--- src/rtl/axis_pkt_queue_if.sv ---
// AXI4-Stream beat bundle shared by the ingress and egress sides of the packet queue.
interface axis_pkt_queue_if #(
    parameter int DATA_WIDTH = 8,
    parameter int MTY_WIDTH  = 8
);
    logic                  tvalid;
    logic [DATA_WIDTH-1:0] tdata;
    logic                  tlast;
    logic [MTY_WIDTH-1:0]  tuser_mty;
    logic                  tready;

    modport master (output tvalid, output tdata, output tlast, output tuser_mty, input tready);
    modport slave  (input tvalid, input tdata, input tlast, input tuser_mty, output tready);
endinterface

--- src/rtl/axis_pkt_queue.sv ---
// axis_pkt_queue: store-and-forward AXI4-Stream packet queue. Packets become
// visible to the egress side only once their tlast beat commits; a partial
// packet can be rolled back by an external drop or by an internal overflow
// (one packet larger than the whole memory).
module axis_pkt_queue #(
    parameter int DATA_WIDTH = 8,
    parameter int MTY_WIDTH  = 8,
    parameter int ADDR_WIDTH = 4,
    parameter int CNT_WIDTH  = 16
) (
    input  logic                 aclk,
    input  logic                 areset,
    axis_pkt_queue_if.slave      s_axis,
    input  logic                 drop_incmpt_pkt,
    axis_pkt_queue_if.master     m_axis,
    output logic [ADDR_WIDTH:0]  pkt_count,
    output logic [CNT_WIDTH-1:0] drop_count,
    output logic                 overflow
);
    localparam int DEPTH   = 1 << ADDR_WIDTH;
    localparam int ENTRY_W = DATA_WIDTH + MTY_WIDTH + 1;

    typedef logic [ADDR_WIDTH:0] ptr_t;
    localparam ptr_t PTR_ONE   = ptr_t'(1);
    localparam ptr_t DEPTH_PTR = ptr_t'(DEPTH);

    typedef enum logic [1:0] {
        ST_IDLE    = 2'd0,
        ST_FILL    = 2'd1,
        ST_DISCARD = 2'd2
    } wr_state_t;

    logic [ENTRY_W-1:0]    mem_r [DEPTH];
    ptr_t                  wr_ptr_r, wr_commit_r, rd_ptr_r;
    wr_state_t             state_r;
    logic                  s_ready_r;
    logic                  out_valid_r, out_last_r;
    logic [DATA_WIDTH-1:0] out_data_r;
    logic [MTY_WIDTH-1:0]  out_mty_r;
    logic [ADDR_WIDTH:0]   pkt_count_r;
    logic [CNT_WIDTH-1:0]  drop_count_r;
    logic                  overflow_r;

    ptr_t                  wr_ptr_nxt_s, wr_commit_nxt_s, rd_ptr_nxt_s;
    ptr_t                  wr_adv_s, fill_after_s, occ_nxt_s;
    wr_state_t             state_nxt_s;
    logic                  accept_s, load_s, pop_last_s, uncommitted_full_s;
    logic                  mem_we_s, commit_s, drop_inc_s, ovf_s, ready_nxt_s;
    logic [ENTRY_W-1:0]    wr_entry_s, rd_entry_s;

    assign accept_s   = s_axis.tvalid & s_ready_r;
    assign wr_entry_s = {s_axis.tlast, s_axis.tuser_mty, s_axis.tdata};
    assign rd_entry_s = mem_r[rd_ptr_r[ADDR_WIDTH-1:0]];

    // Read side: refill the output register from committed entries only
    always_comb begin
        pop_last_s = out_valid_r & m_axis.tready & out_last_r;
        if (((!out_valid_r) || m_axis.tready) && (rd_ptr_r != wr_commit_r)) begin
            load_s       = 1'b1;
            rd_ptr_nxt_s = rd_ptr_r + PTR_ONE;
        end else begin
            load_s       = 1'b0;
            rd_ptr_nxt_s = rd_ptr_r;
        end
    end

    // Detect a single uncommitted packet occupying the entire memory after this edge
    always_comb begin
        if (accept_s) begin
            wr_adv_s = wr_ptr_r + PTR_ONE;
        end else begin
            wr_adv_s = wr_ptr_r;
        end
        fill_after_s       = wr_adv_s - rd_ptr_nxt_s;
        uncommitted_full_s = (fill_after_s == DEPTH_PTR) && (rd_ptr_nxt_s == wr_commit_r);
    end

    // Write-side next state: drop rollback beats commit, overflow rollback, discard sink
    always_comb begin
        state_nxt_s     = state_r;
        wr_ptr_nxt_s    = wr_ptr_r;
        wr_commit_nxt_s = wr_commit_r;
        mem_we_s        = 1'b0;
        commit_s        = 1'b0;
        drop_inc_s      = 1'b0;
        ovf_s           = 1'b0;
        if (drop_incmpt_pkt) begin
            wr_ptr_nxt_s = wr_commit_r;
            state_nxt_s  = ST_IDLE;
            // Beats sunk in DISCARD were already counted by the overflow
            if ((wr_ptr_r != wr_commit_r) || (accept_s && (state_r != ST_DISCARD))) begin
                drop_inc_s = 1'b1;
            end else begin
                drop_inc_s = 1'b0;
            end
        end else begin
            case (state_r)
                ST_DISCARD: begin
                    if (accept_s && s_axis.tlast) begin
                        state_nxt_s = ST_IDLE;
                    end else begin
                        state_nxt_s = ST_DISCARD;
                    end
                end
                ST_IDLE, ST_FILL: begin
                    if (accept_s && s_axis.tlast) begin
                        mem_we_s        = 1'b1;
                        wr_ptr_nxt_s    = wr_ptr_r + PTR_ONE;
                        wr_commit_nxt_s = wr_ptr_r + PTR_ONE;
                        state_nxt_s     = ST_IDLE;
                        commit_s        = 1'b1;
                    end else if (uncommitted_full_s) begin
                        wr_ptr_nxt_s = wr_commit_r;
                        state_nxt_s  = ST_DISCARD;
                        ovf_s        = 1'b1;
                        drop_inc_s   = 1'b1;
                    end else if (accept_s) begin
                        mem_we_s     = 1'b1;
                        wr_ptr_nxt_s = wr_adv_s;
                        state_nxt_s  = ST_FILL;
                    end else begin
                        state_nxt_s = state_r;
                    end
                end
                default: begin
                    state_nxt_s  = ST_IDLE;
                    wr_ptr_nxt_s = wr_commit_r;
                end
            endcase
        end
        occ_nxt_s   = wr_ptr_nxt_s - rd_ptr_nxt_s;
        ready_nxt_s = (state_nxt_s == ST_DISCARD) || (occ_nxt_s < DEPTH_PTR);
    end

    // Pointer, write-state, ingress ready and status counters
    always_ff @(posedge aclk or posedge areset) begin
        if (areset) begin
            wr_ptr_r     <= {(ADDR_WIDTH+1){1'b0}};
            wr_commit_r  <= {(ADDR_WIDTH+1){1'b0}};
            rd_ptr_r     <= {(ADDR_WIDTH+1){1'b0}};
            state_r      <= ST_IDLE;
            s_ready_r    <= 1'b0;
            pkt_count_r  <= {(ADDR_WIDTH+1){1'b0}};
            drop_count_r <= {CNT_WIDTH{1'b0}};
            overflow_r   <= 1'b0;
        end else begin
            wr_ptr_r    <= wr_ptr_nxt_s;
            wr_commit_r <= wr_commit_nxt_s;
            rd_ptr_r    <= rd_ptr_nxt_s;
            state_r     <= state_nxt_s;
            s_ready_r   <= ready_nxt_s;
            overflow_r  <= ovf_s;
            case ({commit_s, pop_last_s})
                2'b10:   pkt_count_r <= pkt_count_r + {{ADDR_WIDTH{1'b0}}, 1'b1};
                2'b01:   pkt_count_r <= pkt_count_r - {{ADDR_WIDTH{1'b0}}, 1'b1};
                default: pkt_count_r <= pkt_count_r;
            endcase
            if (drop_inc_s && (drop_count_r != {CNT_WIDTH{1'b1}})) begin
                drop_count_r <= drop_count_r + {{(CNT_WIDTH-1){1'b0}}, 1'b1};
            end else begin
                drop_count_r <= drop_count_r;
            end
        end
    end

    // Beat storage; contents need no reset since pointers gate every read
    always_ff @(posedge aclk) begin
        if (mem_we_s) begin
            mem_r[wr_ptr_r[ADDR_WIDTH-1:0]] <= wr_entry_s;
        end
    end

    // Egress output register, held stable while stalled
    always_ff @(posedge aclk or posedge areset) begin
        if (areset) begin
            out_valid_r <= 1'b0;
            out_last_r  <= 1'b0;
            out_mty_r   <= {MTY_WIDTH{1'b0}};
            out_data_r  <= {DATA_WIDTH{1'b0}};
        end else if (load_s) begin
            out_valid_r <= 1'b1;
            out_last_r  <= rd_entry_s[ENTRY_W-1];
            out_mty_r   <= rd_entry_s[DATA_WIDTH +: MTY_WIDTH];
            out_data_r  <= rd_entry_s[DATA_WIDTH-1:0];
        end else if (m_axis.tready) begin
            out_valid_r <= 1'b0;
        end else begin
            out_valid_r <= out_valid_r;
        end
    end

    assign s_axis.tready    = s_ready_r;
    assign m_axis.tvalid    = out_valid_r;
    assign m_axis.tdata     = out_data_r;
    assign m_axis.tlast     = out_last_r;
    assign m_axis.tuser_mty = out_mty_r;
    assign pkt_count        = pkt_count_r;
    assign drop_count       = drop_count_r;
    assign overflow         = overflow_r;
endmodule
--- src/flat_wrapper.sv ---
// flat-port wrapper written by rule: the top's interface ports become plain ports
module axis_pkt_queue_flat 
#(
    parameter int DATA_WIDTH = 8,
    parameter int MTY_WIDTH  = 8,
    parameter int ADDR_WIDTH = 4,
    parameter int CNT_WIDTH  = 16
)
  (aclk, areset, drop_incmpt_pkt, pkt_count, drop_count, overflow, s_axis_tvalid, s_axis_tdata, s_axis_tlast, s_axis_tuser_mty, s_axis_tready, m_axis_tvalid, m_axis_tdata, m_axis_tlast, m_axis_tuser_mty, m_axis_tready);
  axis_pkt_queue_if #(.DATA_WIDTH(DATA_WIDTH), .MTY_WIDTH(MTY_WIDTH)) s_axis_i ();
  axis_pkt_queue_if #(.DATA_WIDTH(DATA_WIDTH), .MTY_WIDTH(MTY_WIDTH)) m_axis_i ();
  input  logic aclk;
  input  logic areset;
  input  logic drop_incmpt_pkt;
  output logic [ADDR_WIDTH:0] pkt_count;
  output logic [CNT_WIDTH-1:0] drop_count;
  output logic overflow;
  input wire logic [$bits(s_axis_i.tvalid)-1:0] s_axis_tvalid;
  input wire logic [$bits(s_axis_i.tdata)-1:0] s_axis_tdata;
  input wire logic [$bits(s_axis_i.tlast)-1:0] s_axis_tlast;
  input wire logic [$bits(s_axis_i.tuser_mty)-1:0] s_axis_tuser_mty;
  output wire logic [$bits(s_axis_i.tready)-1:0] s_axis_tready;
  output wire logic [$bits(m_axis_i.tvalid)-1:0] m_axis_tvalid;
  output wire logic [$bits(m_axis_i.tdata)-1:0] m_axis_tdata;
  output wire logic [$bits(m_axis_i.tlast)-1:0] m_axis_tlast;
  output wire logic [$bits(m_axis_i.tuser_mty)-1:0] m_axis_tuser_mty;
  input wire logic [$bits(m_axis_i.tready)-1:0] m_axis_tready;
  assign s_axis_i.tvalid = s_axis_tvalid;
  assign s_axis_i.tdata = s_axis_tdata;
  assign s_axis_i.tlast = s_axis_tlast;
  assign s_axis_i.tuser_mty = s_axis_tuser_mty;
  assign s_axis_tready = s_axis_i.tready;
  assign m_axis_tvalid = m_axis_i.tvalid;
  assign m_axis_tdata = m_axis_i.tdata;
  assign m_axis_tlast = m_axis_i.tlast;
  assign m_axis_tuser_mty = m_axis_i.tuser_mty;
  assign m_axis_i.tready = m_axis_tready;
  axis_pkt_queue #(.DATA_WIDTH(DATA_WIDTH), .MTY_WIDTH(MTY_WIDTH), .ADDR_WIDTH(ADDR_WIDTH), .CNT_WIDTH(CNT_WIDTH)) u_core (.aclk(aclk), .areset(areset), .s_axis(s_axis_i), .drop_incmpt_pkt(drop_incmpt_pkt), .m_axis(m_axis_i), .pkt_count(pkt_count), .drop_count(drop_count), .overflow(overflow));
endmodule
--- config.mk ---
export PLATFORM = sky130hd
export DESIGN_NAME = axis_pkt_queue_flat
export DESIGN_NICKNAME = d
export VERILOG_FILES = /design/src/rtl/axis_pkt_queue_if.sv /design/src/rtl/axis_pkt_queue.sv /design/src/flat_wrapper.sv
export SDC_FILE = /design/constraint.sdc
export NUM_CORES = 1
export LEC_CHECK = 0
export ABC_AREA = 1
export CAP_MARGIN = 20
export CORE_MARGIN = 2
export CORE_UTILIZATION = 34
export CTS_BUF_LIST = sky130_fd_sc_hd__clkbuf_8 sky130_fd_sc_hd__clkbuf_16
export DETAILED_ROUTE_END_ITERATION = 8
export MAX_ROUTING_LAYER = met4
export PLACE_DENSITY = 0.5
export RECOVER_POWER = 50
export SYNTH_ARGS = -nofsm -noshare
export SYNTH_HDL_FRONTEND = slang
export SYNTH_SLANG_ARGS = --single-unit
export TNS_END_PERCENT = 30
--- constraint.sdc ---
create_clock -name aclk -period 4.81 [get_ports aclk]
set_input_delay 0.7215 -clock aclk [delete_from_list [all_inputs] [get_ports aclk]]
set_output_delay 0.7215 -clock aclk [all_outputs]
set_load 0.05 [all_outputs]
After elaboration in Yosys (flattened, before gate mapping) --
Memory sizes are Yosys's and may differ from the RTL's. A register that Yosys moved wholly into a read port is not among the register bits. Cells that the tools add are included. Widths: inputs -> output; s select.
Storage, ports and cells: memory bits (read-only) 0, output and inout port bits 41, bits of input ports 22, memories 1, RAM bits 272, bits in latches 0, word-level logic and storage cells 80, register bits after elaboration 41
Operators by class: divide/modulo/power cells 0, $lt $le $gt $ge 1, equality and inequality tests 11, multipliers 0, muxes and demuxes 33, reductions and logical operators 14, shift operators 0, add/sub/neg operators 7, bitwise gates (word level) 4
Memory list:
- u_core.mem_r | depth 16, bits a word 17, rd ports 1, clocked after Yosys merged registers in 1, wr ports 1, RTL line axis_pkt_queue.sv:33 | logic [ENTRY_W-1:0] mem_r [DEPTH];
Operators with widths (number):
- $mux 5 | 6
- $pmux 5 s2 | 2
- $mux 1 | 19
- $add 16x1->16 const B | 1
- $ne 16x16->1 const B | 1
- $add 5x1->5 const B | 3
- $mux 2 | 5
- $ne 5x5->1 | 2
- $sub 5x5->5 | 2
- $eq 2x2->1 const B | 3
- $eq 5x5->1 | 1
- $eq 5x5->1 const B | 1
- $logic_and 1x1->1 | 5
- $lt 5x5->1 const B | 1
- $sub 5x1->5 const B | 1
- $eq 2x1->1 const B | 2
- $pmux 2 s2 | 1
- $reduce_bool 2->1 | 2
- $and 1x1->1 | 3
- $logic_or 1x1->1 | 3
- $reduce_and 3->1 | 1
- $logic_not 2->1 | 1
- $ne 2x2->1 const B | 1
- $reduce_or 2->1 | 1
- other kinds (2) | 2

Depth between registers and ports, before layout --
word-level depth 14, depth in mapped cells 31, depth with buffers taken out 30

Worst setup path before layout --
No wires, ideal clock.
path type in2reg, start input m_axis_tready, end memory u_core.mem_r[7][0] in the netlist's numbering, enable pin, arrival time 3.555 ns, setup slack 0.842 ns, setup time 0.413 ns, required time 4.397 ns, path buffers 0, cell stages on the path 13, path through nor2_1 o21bai_4 inv_2 nand3_1 xor2_1 ha_1 a21oi_1 nand3_1 nand2_1 inv_2 nand2_4 o21ai_0 nor3_1
Between the ends: cells in the longest elaborated chain, start to end 12, elaborated cells on any way between the ends 13, those cells by class add/sub: 1; eq/ne: 2; mux: 7; reduce/logical: 3
Ends and longest elaborated chain:
- from (decl) | RTL line flat_wrapper.sv:27 | input wire logic [$bits(m_axis_i.tready)-1:0] m_axis_tready;
- $logic_or 1x1->1 (*) | RTL line axis_pkt_queue.sv:58 | if (((!out_valid_r) || m_axis.tready) && (rd_ptr_r != wr_commit_r)) begin
- $logic_and 1x1->1 (*) | RTL line axis_pkt_queue.sv:58
- $mux 5 (*) | RTL line axis_pkt_queue.sv:58
- $sub 5x5->5 | RTL line axis_pkt_queue.sv:74 | fill_after_s = wr_adv_s - rd_ptr_nxt_s;
- $eq 5x5->1 | RTL line axis_pkt_queue.sv:75 | uncommitted_full_s = (fill_after_s == DEPTH_PTR) && (rd_ptr_nxt_s == wr_commit_r);
- $logic_and 1x1->1 (*) | RTL line axis_pkt_queue.sv:75
- $mux 1 (*) | RTL line axis_pkt_queue.sv:112 | end else if (uncommitted_full_s) begin
- $mux 1 (*) | RTL line axis_pkt_queue.sv:106 | if (accept_s && s_axis.tlast) begin
- $mux 1 (*) | RTL line axis_pkt_queue.sv:97 | case (state_r)
- $mux 1 (*) | RTL line axis_pkt_queue.sv:87 | if (drop_incmpt_pkt) begin
- $mux 1 (*) | RTL line axis_pkt_queue.sv:168 | if (mem_we_s) begin
- $mux 1 (implied by the code) (*) | RTL line axis_pkt_queue.sv:169 | mem_r[wr_ptr_r[ADDR_WIDTH-1:0]] <= wr_entry_s;
- to (decl) | RTL line axis_pkt_queue.sv:33
Every way passes the cells marked *; elsewhere a longest branch is shown, timed or not.

Worst setup path after layout --
start register u_core.rd_ptr_r[0], end memory u_core.mem_r[13][8] in the netlist's numbering, enable pin
Between the ends: cells in the longest elaborated chain, start to end 12, elaborated cells on any way between the ends 14, those cells by class add/sub: 2; eq/ne: 3; mux: 7; reduce/logical: 2
Ends and longest elaborated chain:
- from (decl) | RTL line axis_pkt_queue.sv:34 | ptr_t wr_ptr_r, wr_commit_r, rd_ptr_r;
- from (signal assigned) | RTL line axis_pkt_queue.sv:140 | rd_ptr_r <= {(ADDR_WIDTH+1){1'b0}};
- from (signal assigned) | RTL line axis_pkt_queue.sv:149 | rd_ptr_r <= rd_ptr_nxt_s;
- branches (longest 2 deep; another with $add 5x1->5)
- $mux 5 (*) | RTL line axis_pkt_queue.sv:58
- $sub 5x5->5 | RTL line axis_pkt_queue.sv:74
- $eq 5x5->1 | RTL line axis_pkt_queue.sv:75
- $logic_and 1x1->1 (*) | RTL line axis_pkt_queue.sv:75
- $mux 1 (*) | RTL line axis_pkt_queue.sv:112
- $mux 1 (*) | RTL line axis_pkt_queue.sv:106
- $mux 1 (*) | RTL line axis_pkt_queue.sv:97
- $mux 1 (*) | RTL line axis_pkt_queue.sv:87
- $mux 1 (*) | RTL line axis_pkt_queue.sv:168
- $mux 1 (implied by the code) (*) | RTL line axis_pkt_queue.sv:169
Every way passes the cells marked *.

==> metrics <==
outcome=complete, no violations; # setup viols final=0; Max Slew Vio Count=0; ys async rst share=17.6%; Arrival @ worst endpoint=approximately 4400 ps; total core area=between 0.04 and 0.05 mm2; post-synthesis instance area=roughly 0.014 mm2; # IOs=63; Worst EP required=between 4000 and 5000 ps; CP max FO=79; CTS Root Cell=clkbuf_16; CTS resizes=0; final core occ=~41%; Mapped Nets=about 1200; Max Freq=around 0.24 GHz; initial antenna violation count=0; DRC Markers=0; Syn Area/Cell=approximately 12 um2; Slew Limit Headroom=29.6%; die area=roughly 0.043 mm2; pin count of the biggest net entering global routing=80; pwr dens=625 mW/mm2; post-synthesis sequential area ratio=about 69%; nature of the critical path endpoint=flip-flop; number of DRC violations after detailed-routing iteration 0=between 700 and 800; area of the multi-input gates=roughly 0.0039 mm2; port bufs=between 60 and 70; final net count=between 1000 and 1500; dpl cells=between 1500 and 2000; placed cell area=0.0153 mm2; Least-Margin Pin Slew=about 1100 ps; flops & latches, synth=between 300 and 400; Synth Flop Type=edfxtp_1; synthesized instance count=approximately 1200; Final Critical Period=around 4200 ps; dpl hpwl=~23 mm; Seq. cell area=0.00962 mm2; all-layer global routing usage=a little under a fifth; final hold viol count=0; P_leak=5.92 nW; number of flops mapped to enable cells by yosys=272; Layout area overhead=18.6%; vias in the first global route=9431; Die X=between 200 and 250 um; layout cells sized above 1=around a tenth; antenna viol nets, final=0; Startpoint Class=flip-flop; drt first pass iters=7; first-pass GRT wire length=about 57 mm; Clock Latency Late Sink=550 ps; Via density=5.18; clock sink total=330; Worst Setup Path Type=reg -> reg; Worst-path clk slew=about 60 ps; fin crit share=88.3%; synth warn=0; Die Ht=approximately 210 um; setup TNS=0 ps; clk buf depth=3; GRT overflow=0; total of max-cap violations=0; cts hold-fix bufs=0; RSZ-0062 raised after global routing=false; Diodes inserted=0; via count=around 9400; WL final=roughly 37 mm; Final Wtd Congestion=slightly above 0.9; number of distinct library cells after synthesis=52; Post-CTS Setup Bufs=0; Post-Layout Inst Area=0.0166 mm2; fillers=between 3000 and 4000; Post-Layout Cell Count=1814; Clock H-tree levels=2; initial core utilization=34.3%; clk_skew=around 25 ps; Max VDD drop=0.000300 V; Hold Path Class=reg -> reg; Num CTS Buffers=37; # rows=74; routed length per placed instance=20.6 um; CTS tree=done
## area by class of cell
cell class,instances,share of cell area (%)
multi-input cells,714,23.4
clock inverters,27,1.18
inverters,72,1.67
flip-flops and latches,330,58.0
clock buffers,41,5.98
repair buffers,98,5.72
well taps,532,4.01
## path summary, 6_finish.rpt
check,from,end,slack (ps),cells past startpoint
max,u_core.rd_ptr_r[0],u_core.mem_r[13][8],560,16
min,u_core.pkt_count[4],u_core.pkt_count[4],470,1
max reg2reg,u_core.rd_ptr_r[0],u_core.mem_r[13][8],560,16
min reg2reg,u_core.pkt_count[4],u_core.pkt_count[4],470,1
max in group asynchronous,areset,u_core.rd_ptr_r[1],2850,3
min in group asynchronous,areset,u_core.drop_count[14],730,2
## cell usage in the layout (no fill, tap or decap), types with 16 or more instances in the layout
| cell type | instances |
|---|---|
| o21ai_0 | 150 |
| nand3_1 | 30 |
| nor2_1 | 184 |
| clkbuf_16 | 38 |
| o22ai_1 | 49 |
| inv_1 | 70 |
| buf_4 | 24 |
| clkdlybuf4s50_1 | 36 |
| dfrtp_1 | 56 |
| ha_1 | 16 |
| xor2_1 | 22 |
| dlygate4sd3_1 | 26 |
| edfxtp_1 | 272 |
| nand2_1 | 132 |
| o221ai_1 | 25 |
## flip-flops by register name, summed over array words and instances, names as in the netlist
name / count
u_core.mem_r: 272
u_core.drop_count: 16
u_core.m_axis.tdata: 8
u_core.m_axis.tuser_mty: 8
u_core.pkt_count: 5
u_core.rd_ptr_r: 5
u_core.wr_commit_r: 5
u_core.wr_ptr_r: 5
u_core.state_r: 2
u_core.m_axis.tlast: 1
u_core.m_axis.tvalid: 1
u_core.overflow: 1
u_core.s_axis.tready: 1
## where the power goes
group	internal, mW	switching [mW]
clock network	1.60	1.15
logic	1.24	2.74
registers	3.37	0.276
total	6.20	4.16
## logic make-up after synthesis
logic type | Yosys count | share of synthesized area, %
compound gates | 276 | 12.1
fa+ha+maj | 17 | 1.57
flops | 330 | 68.8
mux | 1 | 0.0805
xor+xnor | 30 | 1.93
simple gates | 390 | 11.7
buf+inv | 133 | 3.78
## Yosys cell counts (6+ instances only)
library cell,count,area [um2]
dfrtp_1,58,1450
ha_1,16,200
nand2_1,131,492
a41oi_1,15,131
xnor2_1,7,61.3
nor2_1,197,739
inv_1,65,244
o21ai_0,149,746
nand3_1,30,150
clkbuf_1,54,203
xor2_1,22,193
a21oi_1,6,30.0
o22ai_1,49,307
o211ai_1,15,113
o221ai_1,25,219
edfxtp_1,272,8170
## metal layers
metal	wire (um)	track usage, %
met1	17300	25.7
met2	17100	28.0
met3	2170	2.45
met4	789	5.78
met5	0	-
## per-stage QoR
step	hold WS (ps)	total power, mW	setup WS, ps
2_1_floorplan	514	6.38	842
3_3_place_gp	457	7.71	163
3_5_place_dp	468	7.71	197
4_1_cts	476	10.5	470
5_1_grt	497	11.0	163
6_report	470	10.4	561
## critical path, stage by stage (launching register included)
cell     delay, ps
dfrtp_4        460
buf_4          650
nand3_1        240
xor2_1         220
ha_1           350
inv_1           70
nor2_1         100
nand2_1         80
nand2_1         60
nand2_1         40
nand2_1         60
inv_2           50
nand2_4        110
o21ai_0        190
inv_1          190
nand2_1        160
nor2_2         830
No activity file was read; power rests on OpenSTA's default activity.
